## src/rtl/uart_wb_loader.sv

```systemverilog
// uart_wb_loader: receives 9-byte UART command frames (sync, 4 address
// bytes, 4 data bytes, all big-endian) and turns each one into a single
// Wishbone write. Intended for preloading memories from a host without the CPU.
module uart_wb_loader #(
    parameter int         CLKS_PER_BIT = 174,
    parameter int         ACK_TIMEOUT  = 255,
    parameter logic [7:0] SYNC_BYTE    = 8'hA5
) (
    input  logic        wb_clk_i,
    input  logic        wb_rst_i,
    input  logic        rxd_i,
    output logic [31:0] wb_adr_o,
    output logic [31:0] wb_dat_o,
    output logic [3:0]  wb_sel_o,
    output logic        wb_we_o,
    output logic        wb_cyc_o,
    output logic        wb_stb_o,
    input  logic        wb_ack_i,
    output logic        busy_o,
    output logic        wr_done_o,
    output logic        err_o,
    output logic        frame_err_o
);

    localparam int HALF_BIT = CLKS_PER_BIT / 2;
    localparam int CNT_W    = $clog2(CLKS_PER_BIT + 1);
    localparam int WAIT_W   = $clog2(ACK_TIMEOUT + 1);

    typedef enum logic [1:0] {R_IDLE, R_START, R_DATA, R_STOP} rx_state_t;
    typedef enum logic [1:0] {P_SYNC, P_ADDR, P_DATA, P_BUS}   p_state_t;

    logic              rxd_meta;
    logic              rxd_sync;
    rx_state_t         rx_state;
    rx_state_t         rx_next;
    logic [CNT_W-1:0]  clk_cnt;
    logic [2:0]        bit_cnt;
    logic [7:0]        rx_shift;
    logic              half_tick;
    logic              bit_tick;
    logic              rx_valid;
    logic              stop_err;

    p_state_t          p_state;
    p_state_t          p_next;
    logic [1:0]        byte_cnt;
    logic [31:0]       adr_shift;
    logic [31:0]       dat_shift;
    logic [WAIT_W-1:0] wait_cnt;
    logic              ack_timeout;
    logic              last_data_byte;

    assign half_tick      = (clk_cnt == CNT_W'(HALF_BIT - 1));
    assign bit_tick       = (clk_cnt == CNT_W'(CLKS_PER_BIT - 1));
    assign ack_timeout    = (wait_cnt == WAIT_W'(ACK_TIMEOUT - 1));
    assign last_data_byte = (p_state == P_DATA) && rx_valid && (byte_cnt == 2'd3);

    // Two-flop synchronizer for the asynchronous serial line, preset to idle-high.
    always_ff @(posedge wb_clk_i) begin
        if (wb_rst_i) begin
            rxd_meta <= 1'b1;
            rxd_sync <= 1'b1;
        end else begin
            rxd_meta <= rxd_i;
            rxd_sync <= rxd_meta;
        end
    end

    // Receiver state register.
    always_ff @(posedge wb_clk_i) begin
        if (wb_rst_i) rx_state <= R_IDLE;
        else          rx_state <= rx_next;
    end

    // Receiver next state; the stop-bit sample yields either a valid byte or a framing error.
    always_comb begin
        rx_next  = rx_state;
        rx_valid = 1'b0;
        stop_err = 1'b0;
        case (rx_state)
            R_IDLE:  if (!rxd_sync) rx_next = R_START;
            R_START: if (half_tick) rx_next = rxd_sync ? R_IDLE : R_DATA;
            R_DATA:  if (bit_tick && bit_cnt == 3'd7) rx_next = R_STOP;
            R_STOP: begin
                if (bit_tick) begin
                    rx_next  = R_IDLE;
                    rx_valid = rxd_sync;
                    stop_err = !rxd_sync;
                end
            end
            default: rx_next = R_IDLE;
        endcase
    end

    // Receiver bit timing and LSB-first shift register.
    always_ff @(posedge wb_clk_i) begin
        if (wb_rst_i) begin
            clk_cnt  <= '0;
            bit_cnt  <= '0;
            rx_shift <= '0;
        end else begin
            if (rx_state == R_IDLE || rx_next != rx_state || (rx_state == R_DATA && bit_tick))
                clk_cnt <= '0;
            else
                clk_cnt <= clk_cnt + CNT_W'(1);
            if (rx_state == R_IDLE)
                bit_cnt <= '0;
            else if (rx_state == R_DATA && bit_tick) begin
                bit_cnt  <= bit_cnt + 3'd1;
                rx_shift <= {rxd_sync, rx_shift[7:1]};
            end
        end
    end

    // Parser state register.
    always_ff @(posedge wb_clk_i) begin
        if (wb_rst_i) p_state <= P_SYNC;
        else          p_state <= p_next;
    end

    // Parser next state; a broken byte abandons a partial frame but never a running bus cycle.
    always_comb begin
        p_next = p_state;
        case (p_state)
            P_SYNC: if (rx_valid && rx_shift == SYNC_BYTE) p_next = P_ADDR;
            P_ADDR: begin
                if (stop_err)                            p_next = P_SYNC;
                else if (rx_valid && byte_cnt == 2'd3)   p_next = P_DATA;
            end
            P_DATA: begin
                if (stop_err)                            p_next = P_SYNC;
                else if (last_data_byte)                 p_next = P_BUS;
            end
            P_BUS:  if (wb_ack_i || ack_timeout)         p_next = P_SYNC;
            default: p_next = P_SYNC;
        endcase
    end

    // Frame assembly, bus output registers, ack wait counter and status pulses.
    always_ff @(posedge wb_clk_i) begin
        if (wb_rst_i) begin
            byte_cnt    <= '0;
            adr_shift   <= '0;
            dat_shift   <= '0;
            wb_adr_o    <= '0;
            wb_dat_o    <= '0;
            wait_cnt    <= '0;
            wr_done_o   <= 1'b0;
            err_o       <= 1'b0;
            frame_err_o <= 1'b0;
        end else begin
            if (p_state == P_SYNC)
                byte_cnt <= '0;
            else if (rx_valid && (p_state == P_ADDR || p_state == P_DATA))
                byte_cnt <= byte_cnt + 2'd1;
            if (rx_valid && p_state == P_ADDR)
                adr_shift <= {adr_shift[23:0], rx_shift};
            if (rx_valid && p_state == P_DATA)
                dat_shift <= {dat_shift[23:0], rx_shift};
            if (last_data_byte) begin
                wb_adr_o <= {adr_shift[31:2], 2'b00};
                wb_dat_o <= {dat_shift[23:0], rx_shift};
            end
            if (p_state == P_BUS)
                wait_cnt <= wait_cnt + WAIT_W'(1);
            else
                wait_cnt <= '0;
            wr_done_o   <= (p_state == P_BUS) && wb_ack_i;
            err_o       <= (p_state == P_BUS) && !wb_ack_i && ack_timeout;
            frame_err_o <= stop_err || (rx_valid && p_state == P_BUS);
        end
    end

    assign wb_cyc_o = (p_state == P_BUS);
    assign wb_stb_o = wb_cyc_o;
    assign wb_we_o  = wb_cyc_o;
    assign wb_sel_o = {4{wb_cyc_o}};
    assign busy_o   = (p_state != P_SYNC);

endmodule

```

## config.mk

```make
export PLATFORM = sky130hd
export DESIGN_NAME = uart_wb_loader
export DESIGN_NICKNAME = d
export VERILOG_FILES = /design/src/rtl/uart_wb_loader.sv
export SDC_FILE = /design/constraint.sdc
export NUM_CORES = 1
export LEC_CHECK = 0
export CAP_MARGIN = 20
export CORE_MARGIN = 4
export CORE_UTILIZATION = 54
export DETAILED_ROUTE_END_ITERATION = 10
export HOLD_SLACK_MARGIN = 0.08
export PLACE_DENSITY_LB_ADDON = 0.2
export RECOVER_POWER = 25
export SLEW_MARGIN = 40
export SYNTH_ARGS = -nofsm -noshare
export SYNTH_HDL_FRONTEND = slang
export SYNTH_SLANG_ARGS = --single-unit
```

## constraint.sdc

```tcl
create_clock -name wb_clk_i -period 2.15 [get_ports wb_clk_i]
set_input_delay 0.43 -clock wb_clk_i [delete_from_list [all_inputs] [get_ports wb_clk_i]]
set_output_delay 0.43 -clock wb_clk_i [all_outputs]
set_load 0.02 [all_outputs]
```

Word level (Yosys, flattened, before mapping)
Cells that the tools add are included.
{"block": "totals", "ff_bits": 156, "inputBits": 4, "output_inout_bits": 75, "word_cells": 84}
{"block": "op_classes", "addsub": 4, "n_eq_ne": 17, "muxes": 17, "bitwise": 2, "reduce_logical": 28}
{"op": "8-bit equality test, second input constant", "count": 3}
{"op": "2-bit two-way mux", "count": 11}
{"op": "8-bit by 1-bit adder with 8-bit output, second input constant", "count": 2}
{"op": "2-bit case mux with 4 select lines", "count": 2}
{"op": "1-bit logical AND", "count": 12}
{"op": "2-bit equality test, second input constant", "count": 5}
{"op": "8-bit by 7-bit equality test with 1-bit output, second input constant", "count": 1}
{"op": "2-bit OR reduction", "count": 4}
{"op": "3-bit inequality test, second input constant", "count": 2}
{"op": "1-bit logical OR", "count": 5}
{"op": "2-bit by 1-bit equality test with 1-bit output, second input constant", "count": 2}
{"op": "2-bit logical NOT", "count": 2}
{"op": "1-bit two-way mux", "count": 4}
{"op": "4-bit AND reduction", "count": 1}
{"op": "3-bit by 1-bit adder with 3-bit output, second input constant", "count": 1}
{"op": "3-bit equality test, second input constant", "count": 1}
{"op": "2-bit by 1-bit adder with 2-bit output, second input constant", "count": 1}
{"op": "1-bit logical NOT", "count": 2}
{"op": "2-bit by 1-bit inequality test with 1-bit output, second input constant", "count": 1}
{"op": "2-bit inequality test", "count": 1}
{"op": "2-bit inequality test, second input constant", "count": 1}
{"op": "1-bit inverter", "count": 2}
{"op": "2-bit AND reduction", "count": 1}
{"op": "2-bit nonzero test", "count": 1}

Longest topological paths before layout
{"block": "depth", "word_depth": 8, "mapped_depth": 9}

Worst setup path before layout
Ideal clock, no wire load.
{"block": "synth_timing", "kind": "reg2reg", "from": "reg clk_cnt[5]", "to": "reg wb_dat_o[3]", "t_arrival_ns": 1.876, "required_ns": 2.080, "setup_slack_ns": 0.203, "stages_incl_launch_ff": 9, "cell_sequence": "dfxtp_1 -> or3b_1 -> buf_2 -> nor4_4 -> and2_1 -> buf_2 -> buf_4 -> nand2_1 -> a21oi_1"}
{"block": "synth_via", "elab_chain_len": 5}
{"item": "start: declaration", "line": "36", "text": "logic [CNT_W-1:0] clk_cnt;"}
{"item": "start signal: assignment", "line": "105", "text": "clk_cnt <= clk_cnt + CNT_W'(1);"}
{"item": "8-bit equality test", "line": "54", "text": "assign bit_tick = (clk_cnt == CNT_W'(CLKS_PER_BIT - 1));"}
{"item": "1-bit two-way mux", "line": "85", "text": "if (bit_tick) begin"}
{"item": "1-bit two-way mux", "line": "80", "text": "case (rx_state)"}
{"item": "1-bit logical AND (2 in a row)", "line": "56", "text": "assign last_data_byte = (p_state == P_DATA) && rx_valid && (byte_cnt == 2'd3);"}
{"item": "end signal: assignment", "line": "162", "text": "wb_dat_o <= {dat_shift[23:0], rx_shift};"}
{"item": "end: declaration", "line": "13", "text": "output logic [31:0] wb_dat_o,"}
Every way passes these cells.
A chain may end at the register's enable or synchronous reset.

Worst setup path after layout
{"block": "layout_timing", "from": "reg clk_cnt[0]", "to": "reg rx_shift[4]"}
{"block": "layout_via", "elab_chain_len": 3}
{"item": "8-bit equality test", "line": "54"}
{"item": "1-bit logical AND", "line": "108", "text": "else if (rx_state == R_DATA && bit_tick) begin"}
{"item": "2-bit AND reduction (no source line)"}
{"item": "end signal: assignment", "line": "110", "text": "rx_shift <= {rxd_sync, rx_shift[7:1]};"}
{"item": "end: declaration", "line": "38", "text": "logic [7:0] rx_shift;"}
Every way passes these cells.

==> metrics.cfg <==
[route]
wl_mm = 12.2
num_vias = 4768
post-route-drc-count = 0
first_pass_iters = 5
ant_nets = 0
wl_per_cell_um = 13.4
viasPerCell = 5.21
drtIter0Drc = 299

[pwr]
irDropWorstVdd_uv = 473
report.power.total_mw = 5.75
leakagePower_nw = 2.49
powerDensity_mw_per_mm2 = 801

[synth]
synthMuxAreaShare_pct = 1.89
synth-compound-area-share_pct = 12.2
synth_edf_count = 0
synthXorXnorAreaFrac_pct = 2.10
synth-seq-cells = 156
synthArstFlopShare_pct = 0
avgSynthCellArea_um2 = 8.24
ys_seq_area_share_pct = 53.6
synth_fa_ha_area_share_pct = 2.58
synth_warnings = 0
synth_top_family_by_area = simple AND/OR/NAND/NOR gates
synthesis.area_mm2 = 0.00583
synth_cell_types = 41
yosys.area_share.simple_pct = 22.5
synthCells = 707
ys.flop_type = dfxtp_1

[final_layout]
utilization_pct = 68.9
diodes = 0
syn_to_final_growth_pct = 23.2
drive_gt1_share_pct = 7.19
nFillCells = 868
fin_nets = 782

[cts]
htree_num_levels = 4
clk_pin_slew_ns = 0.06
clk_latency_ns = 0.53
cts_buffers = 17
clock-sinks = 156
cts_tree = done
clockRootBuffer = clkbuf_8
clk_path_buf_depth = 2
cts_hold_buf = 0

[timing]
rsz0062_at_grt = no
setup_viol = 0
hold_viol_final = 0
fmax_mhz = 501
skew_ns = 0.00785
maxSlewViolCount = 0
timing.final.crit_share_pct = 92.8
worst_slew_pin_slew_ns = 1.16
fin_tns_setup_ns = 0
finalWorstPathRequiredPeriod_ns = 2.00
relSlewSlack_pct = 22.5

[floorplan]
ios = 79
start_util_pct = 55.9
die_h_um = 112
die-area_mm2 = 0.0125
chipWidth_um = 112
num_rows = 37
core_mm2 = 0.0104

[flow_run]
drv_cap = 0

[worst_setup_path]
crit_path_end_kind = flop
cp.arrival_ns = 2.40
worstSetupStartpointType = flop
crit_chain = ha_1 > nand4_1 > buf_4 > nor3_1 > clkbuf_2 > mux2i_1 > nor2_1
critPathSlowestCell = dfxtp_1
path_max_fanout = 11
cp.required_ns = 2.55
path_class = reg2reg
slowest_delay_ns = 0.42

[global_routing]
grt_pass1_vias = 4639
grt_max_degree = 65
grt_pass1_wl_mm = 21.4
antenna_found_initial = 0
grt_usage_pct = 20.4
overflow = 0

[run_status]
status = complete, no violations

[placement]
gp_congestion = 0.816
dp_hpwl_mm = 8.11
io_buffer_count = 76

[worst_hold_path]
hold_path_class = reg2reg

==> layout by cell type (no fill, tap or decap), types with 2 or more instances in the layout <==
cell type,instances
a21o_1,2
a21oi_1,121
a31oi_1,2
a41o_1,2
and3_1,2
buf_12,2
buf_4,9
clkbuf_1,3
clkbuf_16,16
clkbuf_2,4
clkbuf_8,4
clkdlybuf4s50_1,52
clkinv_2,3
clkinv_4,2
clkinvlp_4,2
conb_1,2
dfxtp_1,156
dlygate4sd2_1,7
dlygate4sd3_1,15
ha_1,11
inv_1,11
mux2i_1,11
nand2_1,241
nand2b_1,3
nand3_1,7
nand4_1,5
nor2_1,33
nor3_1,8
o21ai_0,2
or2_2,3
xnor2_1,4
xor2_1,10
==> cell usage after synthesis (all sizes together) (3+ instances only) <==
library cell  instances  share of area, %
xor2                 10               1.5
nand2               242                16
buf                  21               2.4
nor3                  9              0.86
a21oi               121                10
xnor2                 4              0.60
dfxtp               156                54
ha                   12               2.6
nor2                 33               2.1
mux2i                11               1.9
o21ai                 3              0.26
inv                  11              0.71
nand3                 7              0.60
nand2b                3              0.32
clkbuf               30               1.9
or2                   3              0.32
nand4                 5              0.54
==> sequential cells by signal, indices dropped and copies added (netlist names) <==
signal / flops
bit_cnt: 3
rxd_sync: 1
rxd_meta: 1
dat_shift: 24
adr_shift: 32
rx_state: 2
clk_cnt: 8
byte_cnt: 2
err_o: 1
p_state: 2
wb_adr_o: 30
wait_cnt: 8
wr_done_o: 1
wb_dat_o: 32
rx_shift: 8
frame_err_o: 1
==> final cells by class <==
type,instances,area [um2],area share [%]
clock inverter,9,86.3,1.20
sequential,156,3120,43.5
clock buffer,23,467,6.50
multi-input combinational,490,2420,33.8
tap,136,170,2.37
inverter,11,41.3,0.575
timing repair buffer,90,867,12.1
==> metal layers <==
metal	vias to the layer above	track usage [%]	wire, um
met4	0	7.30	208
met2	124	34.3	6010
met5	-	0	0
met1	2200	25.3	5380
li1	2422	-	-
met3	22	5.16	636
==> critical path, delay by kind of cell, from the launching register on <==
kind / cells / cell delay [ns]
and+or+nand+nor: 3 / 0.44
DFF: 1 / 0.42
muxes: 1 / 0.26
adders and majority gates: 1 / 0.17
buffers and inverters: 2 / 0.58
==> cell families (layout without fill, tap and decap cells) <==
family	after synthesis	after routing
adders and majority gates	12	12
other	1	2
xor gates and xnor gates	14	14
muxes	11	11
DFF	156	156
and+or+nand+nor	316	316
buffers and inverters	62	133
AOI/OAI and AO/OA	135	135
==> repair_timing <==
item | 4_1_cts | 5_1_grt
hold endpoints to repair | 0 | 0
gates cloned | 0 | 0
setup buffers | 0 | 1
resized for setup | 10 | 3
endpoints found under the setup margin | 8 | 67
==> metrics by stage <==
| step | hold WS [ns] | cells | area, um2 | setup WS [ns] |
|---|---|---|---|---|
| finish | 0.414 | 915 | 7180 | 0.154 |
| detailed placement | 0.400 | 882 | 6650 | 0.0365 |
| CTS | 0.318 | 914 | 7200 | 0.00350 |
| floorplan | 0.389 | 708 | 5830 | 0.203 |
| global placement | 0.401 | 882 | 6650 | 0.164 |
| global route | 0.439 | 915 | 7180 | 0.0332 |
==> path summary, 6_finish.rpt <==
check,start,endpoint,slack [ns],cells after the start
setup reg to reg,clk_cnt[0],rx_shift[4],0.15,7
hold reg to reg,rxd_meta,rxd_sync,0.41,1
setup / recovery,clk_cnt[0],rx_shift[4],0.15,7
hold / removal,rxd_meta,rxd_sync,0.41,1
==> where the power goes <==
part           total (mW)  internal [mW]  switching, mW
Clock                2.75           1.63           1.12
Combinational      0.0983         0.0275         0.0708
Sequential           2.90           2.90        0.00662
Total                5.75           4.55           1.20
No activity file was read; power rests on OpenSTA's default activity.
